<file path="config.mk">
export PLATFORM = sky130hd
export DESIGN_NAME = multicycle_ctrl
export DESIGN_NICKNAME = d
export VERILOG_FILES = /design/src/rtl/multicycle_ctrl.sv
export SDC_FILE = /design/constraint.sdc
export NUM_CORES = 1
export LEC_CHECK = 0
export ABC_AREA = 1
export ABC_CLOCK_PERIOD_IN_PS = 3030
export BUFFER_PORTS_ARGS = -buffer_cell sky130_fd_sc_hd__buf_2
export CAP_MARGIN = 15
export CORE_MARGIN = 1
export CORE_UTILIZATION = 51
export CTS_CLUSTER_SIZE = 24
export DETAILED_ROUTE_END_ITERATION = 8
export MAX_ROUTING_LAYER = met4
export PLACE_DENSITY = 0.86
export SYNTH_ARGS = -nofsm -noshare
export SYNTH_HDL_FRONTEND = slang
export SYNTH_SLANG_ARGS = --single-unit
</file>
<file path="constraint.sdc">
create_clock -name clk -period 3.03 [get_ports clk]
set_input_delay 0.1515 -clock clk [delete_from_list [all_inputs] [get_ports clk]]
set_output_delay 0.1515 -clock clk [all_outputs]
set_load 0.005 [all_outputs]
</file>
<file path="src/rtl/multicycle_ctrl.sv">
// -----------------------------------------------------------------------------
// multicycle_ctrl
//
// Control FSM for the multicycle RV32I core. It takes the decode fields from the
// instruction register and the ALU flags, and drives the datapath mux selects
// and write enables. It also covers the full RV32I control flow, a memory
// request/ready handshake with wait states, a halt state for SYSTEM and
// illegal opcodes, and a retired-instruction counter.
//
// Parameters:
//   MEM_HANDSHAKE   : 1 = honour mem_ready, 0 = treat mem_ready as always 1
//   TRAP_ON_ILLEGAL : 1 = unknown opcode halts, 0 = unknown opcode is a NOP
//   CNT_W           : width of the instret counter
//
// Ports:
//   clk                  in   rising-edge clock
//   rst                  in   synchronous active-low reset
//   opcode, funct3       in   instruction register fields
//   zero, lt, ltu        in   ALU flags (equal, signed lt, unsigned lt)
//   mem_ready            in   memory finishes the access this cycle
//   PCWrite, IRWrite     out  PC / IR write enables
//   RegWrite, MemWrite   out  register file / memory write enables
//   mem_req              out  memory access request
//   AdrSrc               out  memory address select (0 PC, 1 ALUOut)
//   ResultSrc            out  result mux (00 ALUOut, 01 Data, 10 ALUResult)
//   ALUSrcA              out  ALU A mux (00 PC, 01 oldPC, 10 rs1, 11 zero)
//   ALUSrcB              out  ALU B mux (00 rs2, 01 imm, 10 const 4)
//   alu_op               out  00 add, 01 sub/compare, 10 funct-decoded
//   halt                 out  core stopped in HALT
//   state                out  current state, for debug
//   instret              out  retired-instruction count, wraps
// -----------------------------------------------------------------------------
module multicycle_ctrl #(
    parameter bit MEM_HANDSHAKE   = 1'b1,
    parameter bit TRAP_ON_ILLEGAL = 1'b1,
    parameter int CNT_W           = 32
) (
    input  logic             clk,
    input  logic             rst,
    input  logic [6:0]       opcode,
    input  logic [2:0]       funct3,
    input  logic             zero,
    input  logic             lt,
    input  logic             ltu,
    input  logic             mem_ready,
    output logic             PCWrite,
    output logic             IRWrite,
    output logic             RegWrite,
    output logic             MemWrite,
    output logic             mem_req,
    output logic             AdrSrc,
    output logic [1:0]       ResultSrc,
    output logic [1:0]       ALUSrcA,
    output logic [1:0]       ALUSrcB,
    output logic [1:0]       alu_op,
    output logic             halt,
    output logic [3:0]       state,
    output logic [CNT_W-1:0] instret
);

    typedef enum logic [3:0] {
        S_FETCH     = 4'd0,
        S_DECODE    = 4'd1,
        S_MEM_ADDR  = 4'd2,
        S_MEM_READ  = 4'd3,
        S_MEM_WB    = 4'd4,
        S_MEM_WRITE = 4'd5,
        S_EXEC_R    = 4'd6,
        S_EXEC_I    = 4'd7,
        S_ALU_WB    = 4'd8,
        S_BRANCH    = 4'd9,
        S_JAL       = 4'd10,
        S_JALR_CALC = 4'd11,
        S_JALR      = 4'd12,
        S_LUI       = 4'd13,
        S_AUIPC     = 4'd14,
        S_HALT      = 4'd15
    } state_t;

    localparam logic [6:0] OP_R      = 7'b0110011;
    localparam logic [6:0] OP_I      = 7'b0010011;
    localparam logic [6:0] OP_LOAD   = 7'b0000011;
    localparam logic [6:0] OP_STORE  = 7'b0100011;
    localparam logic [6:0] OP_BRANCH = 7'b1100011;
    localparam logic [6:0] OP_JAL    = 7'b1101111;
    localparam logic [6:0] OP_JALR   = 7'b1100111;
    localparam logic [6:0] OP_LUI    = 7'b0110111;
    localparam logic [6:0] OP_AUIPC  = 7'b0010111;
    localparam logic [6:0] OP_FENCE  = 7'b0001111;
    localparam logic [6:0] OP_SYSTEM = 7'b1110011;

    state_t           r_state;
    state_t           w_next;
    logic [CNT_W-1:0] r_instret;

    logic       w_ready;
    logic       w_taken;
    logic       w_retire;
    logic       w_pc_write;
    logic       w_ir_write;
    logic       w_reg_write;
    logic       w_mem_write;
    logic       w_mem_req;
    logic       w_adr_src;
    logic [1:0] w_result_src;
    logic [1:0] w_alu_src_a;
    logic [1:0] w_alu_src_b;
    logic [1:0] w_alu_op;

    // With the handshake disabled every memory access completes in one cycle.
    assign w_ready = MEM_HANDSHAKE ? mem_ready : 1'b1;

    // Branch condition from funct3; 010/011 are not branch encodings.
    always_comb begin
        // NOTE: every signal assigned in always_comb gets a default first, so no
        // path through the case can leave it unassigned and infer a latch.
        w_taken = 1'b0;
        case (funct3)
            3'b000:  w_taken = zero;
            3'b001:  w_taken = !zero;
            3'b100:  w_taken = lt;
            3'b101:  w_taken = !lt;
            3'b110:  w_taken = ltu;
            3'b111:  w_taken = !ltu;
            default: w_taken = 1'b0;
        endcase
    end

    // Next-state and Moore outputs; FETCH enables and BRANCH PCWrite are the
    // only outputs that also look at this cycle's inputs.
    always_comb begin
        w_next       = r_state;
        w_pc_write   = 1'b0;
        w_ir_write   = 1'b0;
        w_reg_write  = 1'b0;
        w_mem_write  = 1'b0;
        w_mem_req    = 1'b0;
        w_adr_src    = 1'b0;
        w_result_src = 2'b00;
        w_alu_src_a  = 2'b00;
        w_alu_src_b  = 2'b00;
        w_alu_op     = 2'b00;

        case (r_state)
            S_FETCH: begin
                w_mem_req    = 1'b1;
                w_alu_src_b  = 2'b10;
                w_result_src = 2'b10;
                w_pc_write   = w_ready;
                w_ir_write   = w_ready;
                if (w_ready) w_next = S_DECODE;
            end
            S_DECODE: begin
                w_alu_src_a = 2'b01;
                w_alu_src_b = 2'b01;
                case (opcode)
                    OP_R:                w_next = S_EXEC_R;
                    OP_I:                w_next = S_EXEC_I;
                    OP_LOAD, OP_STORE:   w_next = S_MEM_ADDR;
                    OP_BRANCH:           w_next = S_BRANCH;
                    OP_JAL:              w_next = S_JAL;
                    OP_JALR:             w_next = S_JALR_CALC;
                    OP_LUI:              w_next = S_LUI;
                    OP_AUIPC:            w_next = S_AUIPC;
                    OP_FENCE:            w_next = S_FETCH;
                    OP_SYSTEM:           w_next = S_HALT;
                    default:             w_next = TRAP_ON_ILLEGAL ? S_HALT : S_FETCH;
                endcase
            end
            S_EXEC_R: begin
                w_alu_src_a = 2'b10;
                w_alu_src_b = 2'b00;
                w_alu_op    = 2'b10;
                w_next      = S_ALU_WB;
            end
            S_EXEC_I: begin
                w_alu_src_a = 2'b10;
                w_alu_src_b = 2'b01;
                w_alu_op    = 2'b10;
                w_next      = S_ALU_WB;
            end
            S_LUI: begin
                w_alu_src_a = 2'b11;
                w_alu_src_b = 2'b01;
                w_next      = S_ALU_WB;
            end
            S_AUIPC: begin
                w_alu_src_a = 2'b01;
                w_alu_src_b = 2'b01;
                w_next      = S_ALU_WB;
            end
            S_MEM_ADDR: begin
                w_alu_src_a = 2'b10;
                w_alu_src_b = 2'b01;
                w_next      = (opcode == OP_STORE) ? S_MEM_WRITE : S_MEM_READ;
            end
            S_MEM_READ: begin
                w_mem_req = 1'b1;
                w_adr_src = 1'b1;
                if (w_ready) w_next = S_MEM_WB;
            end
            S_MEM_WB: begin
                w_result_src = 2'b01;
                w_reg_write  = 1'b1;
                w_next       = S_FETCH;
            end
            S_MEM_WRITE: begin
                w_mem_req   = 1'b1;
                w_adr_src   = 1'b1;
                w_mem_write = 1'b1;
                if (w_ready) w_next = S_FETCH;
            end
            S_ALU_WB: begin
                w_reg_write = 1'b1;
                w_next      = S_FETCH;
            end
            S_BRANCH: begin
                w_alu_src_a = 2'b10;
                w_alu_src_b = 2'b00;
                w_alu_op    = 2'b01;
                w_pc_write  = w_taken;
                w_next      = S_FETCH;
            end
            S_JAL, S_JALR: begin
                // Target already sits in ALUOut; ALU computes the link PC+4.
                w_pc_write  = 1'b1;
                w_alu_src_a = 2'b01;
                w_alu_src_b = 2'b10;
                w_next      = S_ALU_WB;
            end
            S_JALR_CALC: begin
                w_alu_src_a = 2'b10;
                w_alu_src_b = 2'b01;
                w_next      = S_JALR;
            end
            S_HALT: begin
                w_next = S_HALT;
            end
            default: begin
                w_next = S_HALT;
            end
        endcase
    end

    // An instruction retires on the edge that brings the FSM back to FETCH
    // from one of its terminal states (FETCH waiting on itself excluded).
    assign w_retire = (w_next == S_FETCH) &&
                      (r_state inside {S_ALU_WB, S_MEM_WB, S_MEM_WRITE, S_BRANCH, S_DECODE});

    always_ff @(posedge clk) begin
        // NOTE: sequential state uses non-blocking assignments so every register
        // sees the pre-edge values of the others; reset is sampled on the edge.
        if (!rst) begin
            r_state   <= S_FETCH;
            r_instret <= '0;
        end else begin
            r_state <= w_next;
            if (w_retire) r_instret <= r_instret + CNT_W'(1);
        end
    end

    // Enables are held low for the whole reset cycle, whatever state is current.
    assign PCWrite   = w_pc_write  & rst;
    assign IRWrite   = w_ir_write  & rst;
    assign RegWrite  = w_reg_write & rst;
    assign MemWrite  = w_mem_write & rst;
    assign mem_req   = w_mem_req   & rst;
    assign AdrSrc    = w_adr_src;
    assign ResultSrc = w_result_src;
    assign ALUSrcA   = w_alu_src_a;
    assign ALUSrcB   = w_alu_src_b;
    assign alu_op    = w_alu_op;
    assign halt      = (r_state == S_HALT);
    assign state     = r_state;
    assign instret   = r_instret;

endmodule

</file>
Yosys cells after proc, flatten, opt, wreduce, memory -nomap -nowiden
Cells that the tools add are included.
{ "classes": {"add_sub_neg": 1, "n_eq_ne": 30, "muxes": 17, "bitwise": 5, "reduce_logical": 20} }
{ "op_table": {"columns": ["cell", "n"], "rows": [
  ["one-hot mux 4 bit (9 select lines)", 2],
  ["adder 32 x 1 -> 32 bit, second input constant", 1],
  ["== test 4 bit, second input constant", 8],
  ["== test 7 x 6 -> 1 bit, second input constant", 3],
  ["== test 7 bit, second input constant", 3],
  ["== test 4 x 3 -> 1 bit, second input constant", 4],
  ["== test 7 x 5 -> 1 bit, second input constant", 2],
  ["== test 3 bit, second input constant", 4],
  ["2-to-1 mux 4 bit", 3],
  ["one-hot mux 2 bit (2 select lines)", 3],
  ["OR reduction 6 bit", 2],
  ["OR reduction 2 bit", 5],
  ["OR reduction 3 bit", 3],
  ["== test 4 x 2 -> 1 bit, second input constant", 2],
  ["logical NOT 4 bit", 2],
  ["== test 7 x 2 -> 1 bit, second input constant", 1],
  ["== test 7 x 4 -> 1 bit, second input constant", 1],
  ["one-hot mux 1 bit (6 select lines)", 1],
  ["one-hot mux 2 bit (3 select lines)", 1],
  ["bitwise AND 1 bit", 5],
  ["2-to-1 mux 1 bit", 5],
  ["nonzero test 5 bit", 1],
  ["OR reduction 5 bit", 1],
  ["== test 4 x 1 -> 1 bit, second input constant", 1],
  ["other kinds (7)", 9]
]} }
{ "totals": {"reg_bits": 36, "in_bits": 16, "elab_cells": 75} }

Longest topological paths before layout
Gate-level depths: netlist of the first run.
{ "depth": {"depth_word": 6, "mapped_depth": 15, "mapped_depth_nobuf": 14} }

Worst setup path before layout of the first run
OpenSTA, ideal clock, no wires.
{ "synth_path": {"path_type": "reg2reg", "start": "register r_instret[0], in the netlist instret[0]", "end": "register r_instret[30], in the netlist instret[30]", "t_arrival_ns": 1.712, "slack_ns": 1.205, "stages_incl_launch_ff": 12, "n_path_buf": 0, "period_less_slack_ns": 1.825, "path_cell_list": "dfxtp_1 ha_1 inv_1 nor2_1 nand3_1 nor3_2 nand3_1 nor2_1 nand2_1 xor2_1 nor2_1 nor2_1"} }
{ "synth_via": {"elab_chain_len": 1} }
{ "synth_rtl": {"columns": ["item", "line", "source"], "rows": [
  ["start: declaration", "94", "logic [CNT_W-1:0] r_instret;"],
  ["start signal: assignment", "258", "if (w_retire) r_instret <= r_instret + CNT_W'(1);"],
  ["adder 32 x 1 -> 32 bit", "258", null]
]} }
Every way passes these cells.
A chain may end at the register's enable or synchronous reset.

Worst setup path in the final report of the first run
{ "layout_path": {"start": "register r_state[3], in the netlist state[3]", "end": "register r_instret[16], in the netlist instret[16]"} }
{ "layout_via": {"elab_chain_len": 5, "elab_cells_between_ends": 25} }
{ "layout_rtl": {"columns": ["item", "line", "source"], "rows": [
  ["start: declaration", "92", "state_t r_state;"],
  ["start signal: assignment", "257", "r_state <= w_next;"],
  ["== test 4 bit (tied with other cells)", "144", "case (r_state)"],
  ["OR reduction 6 bit (no source line) / OR reduction 3 bit (equally long branches)", null, null],
  ["one-hot mux 4 bit (9 select lines)", "144", null],
  ["logical NOT 4 bit", "247", "assign w_retire = (w_next == S_FETCH) &&"],
  ["logical AND 1 bit (*)", "247", null]
]} }
Mark *: on every way between the ends. The rest lies on a longest branch, timed or not.

==> run_results.csv, run 1 <==
group,metric,value,unit
grt,grt_overflow_total,0,
die,ios,67,
clock_tree,cts_setup_buffers,0,
logic_synthesis,synthCells,505,
worst_setup_path,path_cells,"inv_2, nor2_1, o21ai_0, o21ai_1, nand2_1, buf_4, inv_2, nand3_2, nor2_1, nor2_1",
die,core,5200,µm²
timing,finalHoldViolations,0,
power,power_density,808,nW/µm²
logic_synthesis,synth_area_leader_cell,"dfxtp_1",
logic_synthesis,synth.most_common_cell,"nand2_1",
timing,fin_crit,2230,ps
job,cap_viol_max_count,0,
grt,grt_pass1_vias,2874,
timing,fin_skew,7.12,ps
worst_setup_path,arrival,2420,ps
die,start_util,0.542,
worst_setup_path,path_common_cell,"nor2_1",
logic_synthesis,synthAdderAreaFrac,0.00443,
placed_design,io_buffers,66,
clock_tree,ctsHoldBuffers,0,
logic_synthesis,synth_top_family_by_area,"simple AND/OR/NAND/NOR gates",
finish,multiInputGateArea,1710,µm²
timing,fin_ws,796,ps
finish,nets,584,
worst_setup_path,path_depth,10,
worst_setup_path,critPathLaunchType,"flip-flop",
timing,rsz0062_at_grt,"no",
power,power_leakage,1.72,nW
logic_synthesis,synthTopCellsByArea,"dfxtp_1 (26%), nand2_1 (18%), nor2_1 (14%)",
clock_tree,clkTransAtPathRegs,80,ps
logic_synthesis,synthArstFlopShare,0,
worst_setup_path,crit_type,"reg2reg",
finish,fillers,514,
logic_synthesis,synth_common_cells,"nand2_1 (137), nor2_1 (106), inv_1 (70)",
placed_design,dp_hpwl,5.69,mm
die,die_h,76.4,µm
clock_tree,ctsHtreeMaxLevel,2,
route,dr.pass1.iters,4,
finish,diodes,0,
hold_path,hold_depth,3,
power,power,2.66,mW
worst_setup_path,cp_max_fo,29,
finish,syn_to_final_growth,16.7,%
logic_synthesis,synth_simple_gate_area_frac,0.520,
route,routed_wl,7.49,mm
logic_synthesis,syn_area,2820,µm²
logic_synthesis,synth-edff-count,0,
grt,track_usage,0.274,
timing,finalSetupViolCount,0,
clock_tree,ctsResizeCount,0,
timing,relSlewSlack,0.464,
timing,period_share,0.737,
clock_tree,numCtsBuffers,5,
worst_setup_path,critPathTopFamily,"simple AND/OR/NAND/NOR gates",
timing,slew_viol_final,0,
logic_synthesis,syn_nets,522,
logic_synthesis,synth_xor_area_frac,0.0465,
placed_design,pre_cts_slack,787,ps
timing,fin_tns_setup,0,ps
placed_design,gp_congestion,0.950,
route,vias,3248,
status,outcome,"finished clean",
timing,tightest_slew,803,ps
logic_synthesis,synthFlopType,"dfxtp_1",
logic_synthesis,ys_seq_area_frac,0.255,
die,die_area,5840,µm²
clock_tree,clock-sinks,36,
route,wl_per_cell,11.7,µm
worst_setup_path,crit_slowest_cell,"nand3_2",
die,die_w,76.4,µm
finish,drive_gt1_frac,0.181,
route,drc,0,
clock_tree,insertion_delay,290,ps
hold_path,hold_path_class,"in2reg",
route,via_per_inst,5.09,
finish,regArea,721,µm²
route,drtIter0Drc,254,
timing,max_freq,0.448,GHz
route,drt.antenna.violating_nets,0,
grt,grt_pass1_wl,12.7,mm
worst_setup_path,crit_buf_inv,3,
grt,grt_max_degree,35,
worst_setup_path,required,3210,ps
power,ir_drop,0.541,mV
clock_tree,cts_root_buf,"clkbuf_8",
die,core.rowCount,26,
logic_synthesis,synthMuxAreaShare,0,
worst_setup_path,endpoint_kind,"flip-flop",
logic_synthesis,yosysUniqueCellTypes,27,
logic_synthesis,synth_compound_area_frac,0.0363,
logic_synthesis,yosys_warnings,0,
logic_synthesis,synth_seq_cells,36,
worst_setup_path,ff2ff_path_depth,10,
grt,antenna_found_initial,0,
clock_tree,tritoncts,"built",
clock_tree,clockBufferDepth,2,
logic_synthesis,avgSynthCellArea,5.59,µm²
worst_setup_path,slowest_delay,460,ps
logic_synthesis,synth_top_area_frac,0.255,
==> placed cells by master, fill, tap and decap left out <==
master / instances
nor3_1: 8
o2bb2ai_1: 1
o21ai_1: 2
buf_2: 66
o21ai_0: 6
nand2_1: 137
nor4_1: 6
nor2_2: 6
buf_4: 3
ha_1: 1
inv_2: 12
clkinv_2: 1
dfxtp_1: 36
nor2_4: 2
xor2_1: 15
inv_1: 70
bufinv_16: 1
clkbuf_1: 1
or2_2: 2
clkinv_1: 1
nand3_1: 39
clkbuf_8: 5
nor3_2: 2
o221ai_1: 1
a21oi_1: 9
nand2_2: 1
nor2_1: 106
nand3_2: 2
nand4_1: 26
==> final timing paths <==
| path | start | end | slack [ps] |
|---|---|---|---|
| max reg2reg | state[3]$_SDFF_PN0_ | instret[16]$_SDFFE_PN0P_ | 800 |
| max | state[3]$_SDFF_PN0_ | instret[16]$_SDFFE_PN0P_ | 800 |
| min reg2reg | instret[6]$_SDFFE_PN0P_ | instret[6]$_SDFFE_PN0P_ | 560 |
| min | rst | instret[22]$_SDFFE_PN0P_ | 270 |
==> worst reg2reg max path: cells and delay by family, from the launching register on <==
family,cells,cell delay (ps)
AO/OA/AOI/OAI,2,270
AND/OR/NAND/NOR,5,1070
buffers and inverters,3,390
flip-flops,1,390
==> cell type report <==
| type | instances | share of cell area |
|---|---|---|
| Timing Repair Buffer | 69 | 0.107 |
| Clock buffer | 6 | 0.0220 |
| Sequential cell | 36 | 0.219 |
| Multi-Input combinational cell | 372 | 0.520 |
| Clock inverter | 2 | 0.0106 |
| Tap cell | 70 | 0.0266 |
| Inverter | 83 | 0.0946 |
==> state kept, by name (all words and copies together), names as in the netlist <==
name     flops
instret     32
state        4
==> layer usage <==
metal / routed length (µm) / up-vias / track usage
met5: 0 / - / -
met4: 104 / 0 / 0.0827
met3: 331 / 9 / 0.0323
met2: 3710 / 86 / 0.474
met1: 3350 / 1451 / 0.334
li1: - / 1702 / -
==> stage by stage <==
stage          hold slack [ps]   util  cells  instance area, µm²
2_1_floorplan              427      -    505                2820
3_3_place_gp               546  0.612    630                3190
3_5_place_dp               551  0.612    630                3190
4_1_cts                    253  0.633    638                3290
5_1_grt                    276  0.633    638                3290
6_report                   266  0.633    638                3290
==> power breakdown <==
group	switching (mW)	internal (mW)	total [mW]
logic	0.972	0.496	1.47
clock network	0.181	0.244	0.425
registers	0.162	0.605	0.767
==> logic make-up (layout without fill, tap and decap cells) <==
family                     Yosys count  in the layout
and+or+nand+nor                    337            337
buffers and inverters               97            160
DFF                                 36             36
AOI/OAI and AO/OA                   19             19
xor gates and xnor gates            15             15
adders and majority gates            1              1
Power figures use the tool's default switching activity.
==> run 2, diff against run 1 <==
--- a/config.mk
+++ b/config.mk
@@ -6,15 +6,15 @@
 export NUM_CORES = 1
 export LEC_CHECK = 0
 export ABC_AREA = 1
-export ABC_CLOCK_PERIOD_IN_PS = 3030
+export ABC_CLOCK_PERIOD_IN_PS = 1850
 export BUFFER_PORTS_ARGS = -buffer_cell sky130_fd_sc_hd__buf_2
 export CAP_MARGIN = 15
 export CORE_MARGIN = 1
-export CORE_UTILIZATION = 51
+export CORE_UTILIZATION = 49
 export CTS_CLUSTER_SIZE = 24
 export DETAILED_ROUTE_END_ITERATION = 8
 export MAX_ROUTING_LAYER = met4
-export PLACE_DENSITY = 0.86
+export PLACE_DENSITY = 0.87
 export SYNTH_ARGS = -nofsm -noshare
 export SYNTH_HDL_FRONTEND = slang
 export SYNTH_SLANG_ARGS = --single-unit
==> constraint.sdc (replaced) <==
create_clock -name clk -period 1.85 [get_ports clk]
set_input_delay 0.0925 -clock clk [delete_from_list [all_inputs] [get_ports clk]]
set_output_delay 0.0925 -clock clk [all_outputs]
set_load 0.005 [all_outputs]
==> run 2 against run 1 <==
  * The flow now finishes with violations (negative setup slack)
  * Sequential power grew 69%
  * Global-route usage about the same
  * Core utilization rose by 5.0 points
  * Worst setup slack worse by 800 ps
  * Sequential share of layout area is 2.1 points lower
  * Cell area rose by 15%
  * Fmax is 20% higher
  * Critical endpoint is now instret[23]$_SDFFE_PN0P_
  * Largest power group unchanged
==> run_results.csv, run 2 (synthesized netlist as in run 1, its figures left out) <==
group,metric,value,unit
status,outcome,"complete, but fails checks",
hold_path,hold_path_class,"in2reg",
finish,largest_reg_flops,32,
clock_tree,cts_root_buf,"clkbuf_8",
finish,syn_to_final_growth,34.1,%
worst_setup_path,cp_max_fo,5,
worst_setup_path,endpoint_kind,"flip-flop",
clock_tree,numCtsBuffers,5,
route,drtIter0Drc,560,
finish,final_cell_mix,"nand2_1 (130), nor2_1 (97), inv_1 (69)",
clock_tree,ctsHtreeMaxLevel,2,
route,drt.antenna.violating_nets,0,
route,vias,3663,
finish,drive_gt1_frac,0.295,
timing,relSlewSlack,0.590,
grt,grt_pass1_wl,13.1,mm
timing,fin_crit,1860,ps
clock_tree,clkTransAtPathRegs,70,ps
die,die_h,77.9,µm
timing,rsz0062_at_grt,"yes",
route,dr.pass1.iters,6,
route,drc,0,
worst_setup_path,required,2080,ps
clock_tree,clock-sinks,36,
grt,antenna_found_initial,0,
route,routed_wl,9.20,mm
grt,grt_use_met1,0.304,
worst_setup_path,crit_type,"reg2reg",
status,failed_checks,"negative setup slack",
power,power_leakage,1.95,nW
placed_design,gp_congestion,0.981,
finish,fin_area,3780,µm²
route,wl_per_cell,13.6,µm
placed_design,io_buffers,66,
worst_setup_path,critPathTopFamily,"simple AND/OR/NAND/NOR gates",
timing,fin_skew,6.84,ps
grt,grt_busiest_layer,"met2",
worst_setup_path,arrival,2090,ps
job,cap_viol_max_count,0,
grt,grt_use_met3,0.0353,
worst_setup_path,crit_buf_inv,0,
placed_design,dp_hpwl,6.15,mm
timing,period_share,1.00,
die,start_util,0.509,
grt,grt_overflow_total,0,
power,power_density,1410,nW/µm²
die,ios,67,
clock_tree,clockBufferDepth,2,
worst_setup_path,slowest_delay,360,ps
finish,nets,620,
placed_design,pre_cts_slack,10.7,ps
die,die_w,77.9,µm
finish,final_common_cell,"nand2_1",
worst_setup_path,critPathLaunchType,"flip-flop",
clock_tree,tritoncts,"built",
timing,finalHoldViolations,0,
timing,max_freq,0.538,GHz
timing,tightest_slew,614,ps
grt,grt_use_met2,0.496,
grt,grt_pass1_vias,3179,
route,via_per_inst,5.43,
timing,finalSetupViolCount,1,
worst_setup_path,path_cells,"nand2_1, nor2_2, nand2_1, nor2_2, nand4_1, nor2_2, nand3_1, nor2_2, nand3_1, nand2_1, nand2_1, nor2_1",
timing,slew_viol_final,0,
finish,diodes,0,
power,ir_drop,0.986,mV
timing,fin_ws,-7.86,ps
die,die_area,6070,µm²
clock_tree,insertion_delay,300,ps
power,power,5.34,mW
die,core.rowCount,27,
die,core,5540,µm²
worst_setup_path,crit_slowest_cell,"dfxtp_2",
grt,grt_max_degree,25,
grt,track_usage,0.274,
timing,holdWs,254,ps
placed_design,placedInstanceArea,3440,µm²
==> run 2: path summary, 6_finish.rpt <==
path | cells past startpoint | slack [ps] | from | endpoint
worst min register to register | 4 | 540 | instret[2]$_SDFFE_PN0P_ | instret[2]$_SDFFE_PN0P_
worst max-delay path | 12 | -8 | instret[2]$_SDFFE_PN0P_ | instret[23]$_SDFFE_PN0P_
worst min-delay path | 4 | 250 | rst | instret[3]$_SDFFE_PN0P_
worst max register to register | 12 | -8 | instret[2]$_SDFFE_PN0P_ | instret[23]$_SDFFE_PN0P_
==> run 2: metal layers <==
layer,up-vias,share of wire
li1,1767,-
met1,1645,0.38
met2,193,0.49
met3,58,0.074
met4,0,0.050
met5,-,0
==> run 2: cell type report <==
| class | count | area [µm²] |
|---|---|---|
| sequential | 36 | 747 |
| multi-input combinational | 372 | 1830 |
| clock inverter | 1 | 5.00 |
| tap | 72 | 90.1 |
| inverter | 83 | 319 |
| clock buffer | 6 | 72.6 |
| fill | 448 | 1760 |
| timing repair buffer | 105 | 724 |
==> run 2: timing repair <==
| item | 4_1_cts | 5_1_grt |
|---|---|---|
| hold buffers | 0 | 0 |
| setup buffers | 0 | 5 |
| endpoints found under the setup margin | 0 | 32 |
| gates resized for setup | 0 | 55 |
==> run 2: through the flow <==
| stage | util | instances | setup TNS (ps) |
|---|---|---|---|
| finish | 0.683 | 675 | -7.86 |
| global route | 0.683 | 675 | -1100 |
| CTS | 0.634 | 667 | 0 |
| detailed placement | 0.620 | 660 | 0 |
| global placement | 0.620 | 660 | 0 |
| floorplan | - | 505 | 0 |
==> run 2: report_power, final <==
group	internal [mW]	leakage [nW]	switching, mW
Clock	0.256	0.0410	0.294
Sequential	1.02	0.300	0.280
Combinational	1.49	1.61	2.01
Total	2.76	1.95	2.58
==> run 2: tightest hold or removal path: cells and delay by family <==
family / cells / cell delay, ps
buf+inv: 2 / 310
simple gates: 2 / 120
==> run 3, diff against run 2 <==
--- a/config.mk
+++ b/config.mk
@@ -15,6 +15,8 @@
 export DETAILED_ROUTE_END_ITERATION = 8
 export MAX_ROUTING_LAYER = met4
 export PLACE_DENSITY = 0.87
+export RECOVER_POWER = 50
+export SKIP_CTS_REPAIR_TIMING = 1
 export SYNTH_ARGS = -nofsm -noshare
 export SYNTH_HDL_FRONTEND = slang
 export SYNTH_SLANG_ARGS = --single-unit
==> run 3 against run 2 <==
  * The run still ends with negative setup slack left
  * Cell count unchanged
  * Die area stayed put
  * Core utilization fell by 0.068 points
  * Sequential share of layout area about the same
  * Combinational power hardly changed
  * Count of clock-buffer cells in the layout stayed put
  * Sequential cell count unchanged
  * Power up 0.13%
  * Worst hold slack got worse by 5.7 ps
  * Critical path depth is the same
  * Non-clock buffer count unchanged
  * Via count about the same
  * Critical path type unchanged
  * Critical endpoint unchanged
  * Largest cell class unchanged
==> run_results.csv, run 3 (synthesized netlist as in run 1, its figures left out) <==
group,metric,value,unit
status,outcome,"complete, but fails checks",
status,failed_checks,"negative setup slack",
die,die_area,6070,µm²
worst_setup_path,critPathTopFamily,"simple AND/OR/NAND/NOR gates",
clock_tree,tritoncts,"built",
die,die_h,77.9,µm
finish,nets,620,
power,power_leakage,1.95,nW
finish,diodes,0,
timing,slew_viol_final,0,
worst_setup_path,crit_slowest_cell,"dfxtp_2",
finish,final_common_cell,"nand2_1",
power,switchingPower,2.59,mW
timing,tightest_slew,610,ps
route,wl_per_cell,13.7,µm
power,p_sw_frac,0.485,
route,vias,3665,
worst_setup_path,endpoint_kind,"flip-flop",
die,ios,67,
timing,period_share,1.01,
route,drt.antenna.violating_nets,0,
worst_setup_path,cp_max_fo,5,
hold_path,hold_path_class,"in2reg",
timing,rsz0062_at_grt,"yes",
grt,grt_max_degree,25,
route,drc,0,
route,dr.pass1.iters,6,
worst_setup_path,path_cells,"nand2_1, nor2_2, nand2_1, nor2_2, nand4_1, nor2_2, nand3_1, nor2_2, nand3_1, nand2_1, nand2_1, nor2_1",
timing,fin_ws,-20.9,ps
finish,fin_util,0.682,
worst_setup_path,crit_buf_inv,0,
clock_tree,clkTransAtPathRegs,70,ps
clock_tree,insertion_delay,300,ps
timing,fin_crit,1870,ps
route,via_per_inst,5.43,
finish,drive_gt1_frac,0.290,
grt,track_usage,0.274,
timing,relSlewSlack,0.593,
timing,finalSetupViolCount,1,
clock_tree,cts_root_buf,"clkbuf_8",
timing,fin_tns_setup,-20.9,ps
power,seqPwrFrac,0.243,
grt,grt_overflow_total,0,
worst_setup_path,arrival,2100,ps
grt,antenna_found_initial,0,
power,pwr-share-clk,0.104,
placed_design,io_buffers,66,
grt,grt_pass1_wl,13.1,mm
finish,fillers,450,
finish,final_cell_mix,"nand2_1 (130), nor2_1 (97), inv_1 (69)",
finish,largest_reg_flops,32,
worst_setup_path,critPathLaunchType,"flip-flop",
job,cap_viol_max_count,0,
placed_design,dp.cells,660,
die,die_w,77.9,µm
power,power_report.internal_total,2.76,mW
clock_tree,ctsHtreeMaxLevel,2,
die,start_util,0.509,
timing,finalHoldViolations,0,
finish,final_cells,675,
die,core.rowCount,27,
placed_design,dp_hpwl,6.15,mm
route,drtIter0Drc,562,
grt,grt_pass1_vias,3179,
placed_design,gp_congestion,0.981,
power,ir_drop,0.989,mV
clock_tree,clockBufferDepth,2,
finish,syn_to_final_growth,34.0,%
worst_setup_path,crit_type,"reg2reg",
power,power_density,1420,nW/µm²
worst_setup_path,slowest_delay,360,ps
timing,fin_skew,7.63,ps
clock_tree,clock-sinks,36,
die,core,5540,µm²
timing,max_freq,0.534,GHz
worst_setup_path,required,2080,ps
clock_tree,numCtsBuffers,5,
power,combPwrFrac,0.653,
route,routed_wl,9.25,mm
==> run 3: path summary, 6_finish.rpt <==
path	startpoint	cells after the start	slack, ps	end
worst min register to register	instret[2]$_SDFFE_PN0P_	4	540	instret[2]$_SDFFE_PN0P_
worst max register to register	instret[2]$_SDFFE_PN0P_	12	-20	instret[23]$_SDFFE_PN0P_
worst max-delay path	instret[2]$_SDFFE_PN0P_	12	-20	instret[23]$_SDFFE_PN0P_
worst min-delay path	rst	4	250	instret[3]$_SDFFE_PN0P_
==> run 3: worst reg2reg max path, stage by stage (launching register included) <==
cell	delay [ps]
dfxtp_2	360
nand2_1	100
nor2_2	150
nand2_1	120
nor2_2	130
nand4_1	180
nor2_2	220
nand3_1	110
nor2_2	110
nand3_1	100
nand2_1	80
nand2_1	50
nor2_1	80
==> run 3: final cells by class <==
type	count	area, µm²	share of cell area
clock inverter	1	5.00	0.00132
tap	72	90.1	0.0238
clock buffer	6	72.6	0.0192
sequential	36	744	0.197
inverter	83	319	0.0844
timing repair buffer	105	723	0.191
multi-input combinational	372	1830	0.483
==> run 3: metrics by stage <==
step | setup WS [ps] | area [µm²] | power, mW | hold WS (ps)
after floorplan | 24.9 | 2820 | 2.97 | 309
final | -20.9 | 3780 | 5.35 | 248
after global placement | 65.8 | 3440 | 3.99 | 512
after global routing | -95.7 | 3780 | 5.69 | 279
after CTS | 3.53 | 3510 | 4.63 | 250
after detailed placement | 10.7 | 3440 | 4.08 | 515
==> run 3: power groups by stage <==
stage	Combinational, mW	Sequential (mW)	Clock [mW]
after floorplan	1.75	1.23	0
after global placement	2.76	1.23	0
after detailed placement	2.84	1.24	0
after CTS	2.85	1.23	0.555
after global routing	3.78	1.32	0.586
final	3.50	1.30	0.554
==> run 3: layer usage <==
metal / vias to the layer above / share of wire / global-route usage
met5: - / 0 / -
met3: 53 / 0.076 / 0.0353
met2: 195 / 0.49 / 0.496
li1: 1766 / - / -
met4: 0 / 0.045 / 0.107
met1: 1651 / 0.39 / 0.304
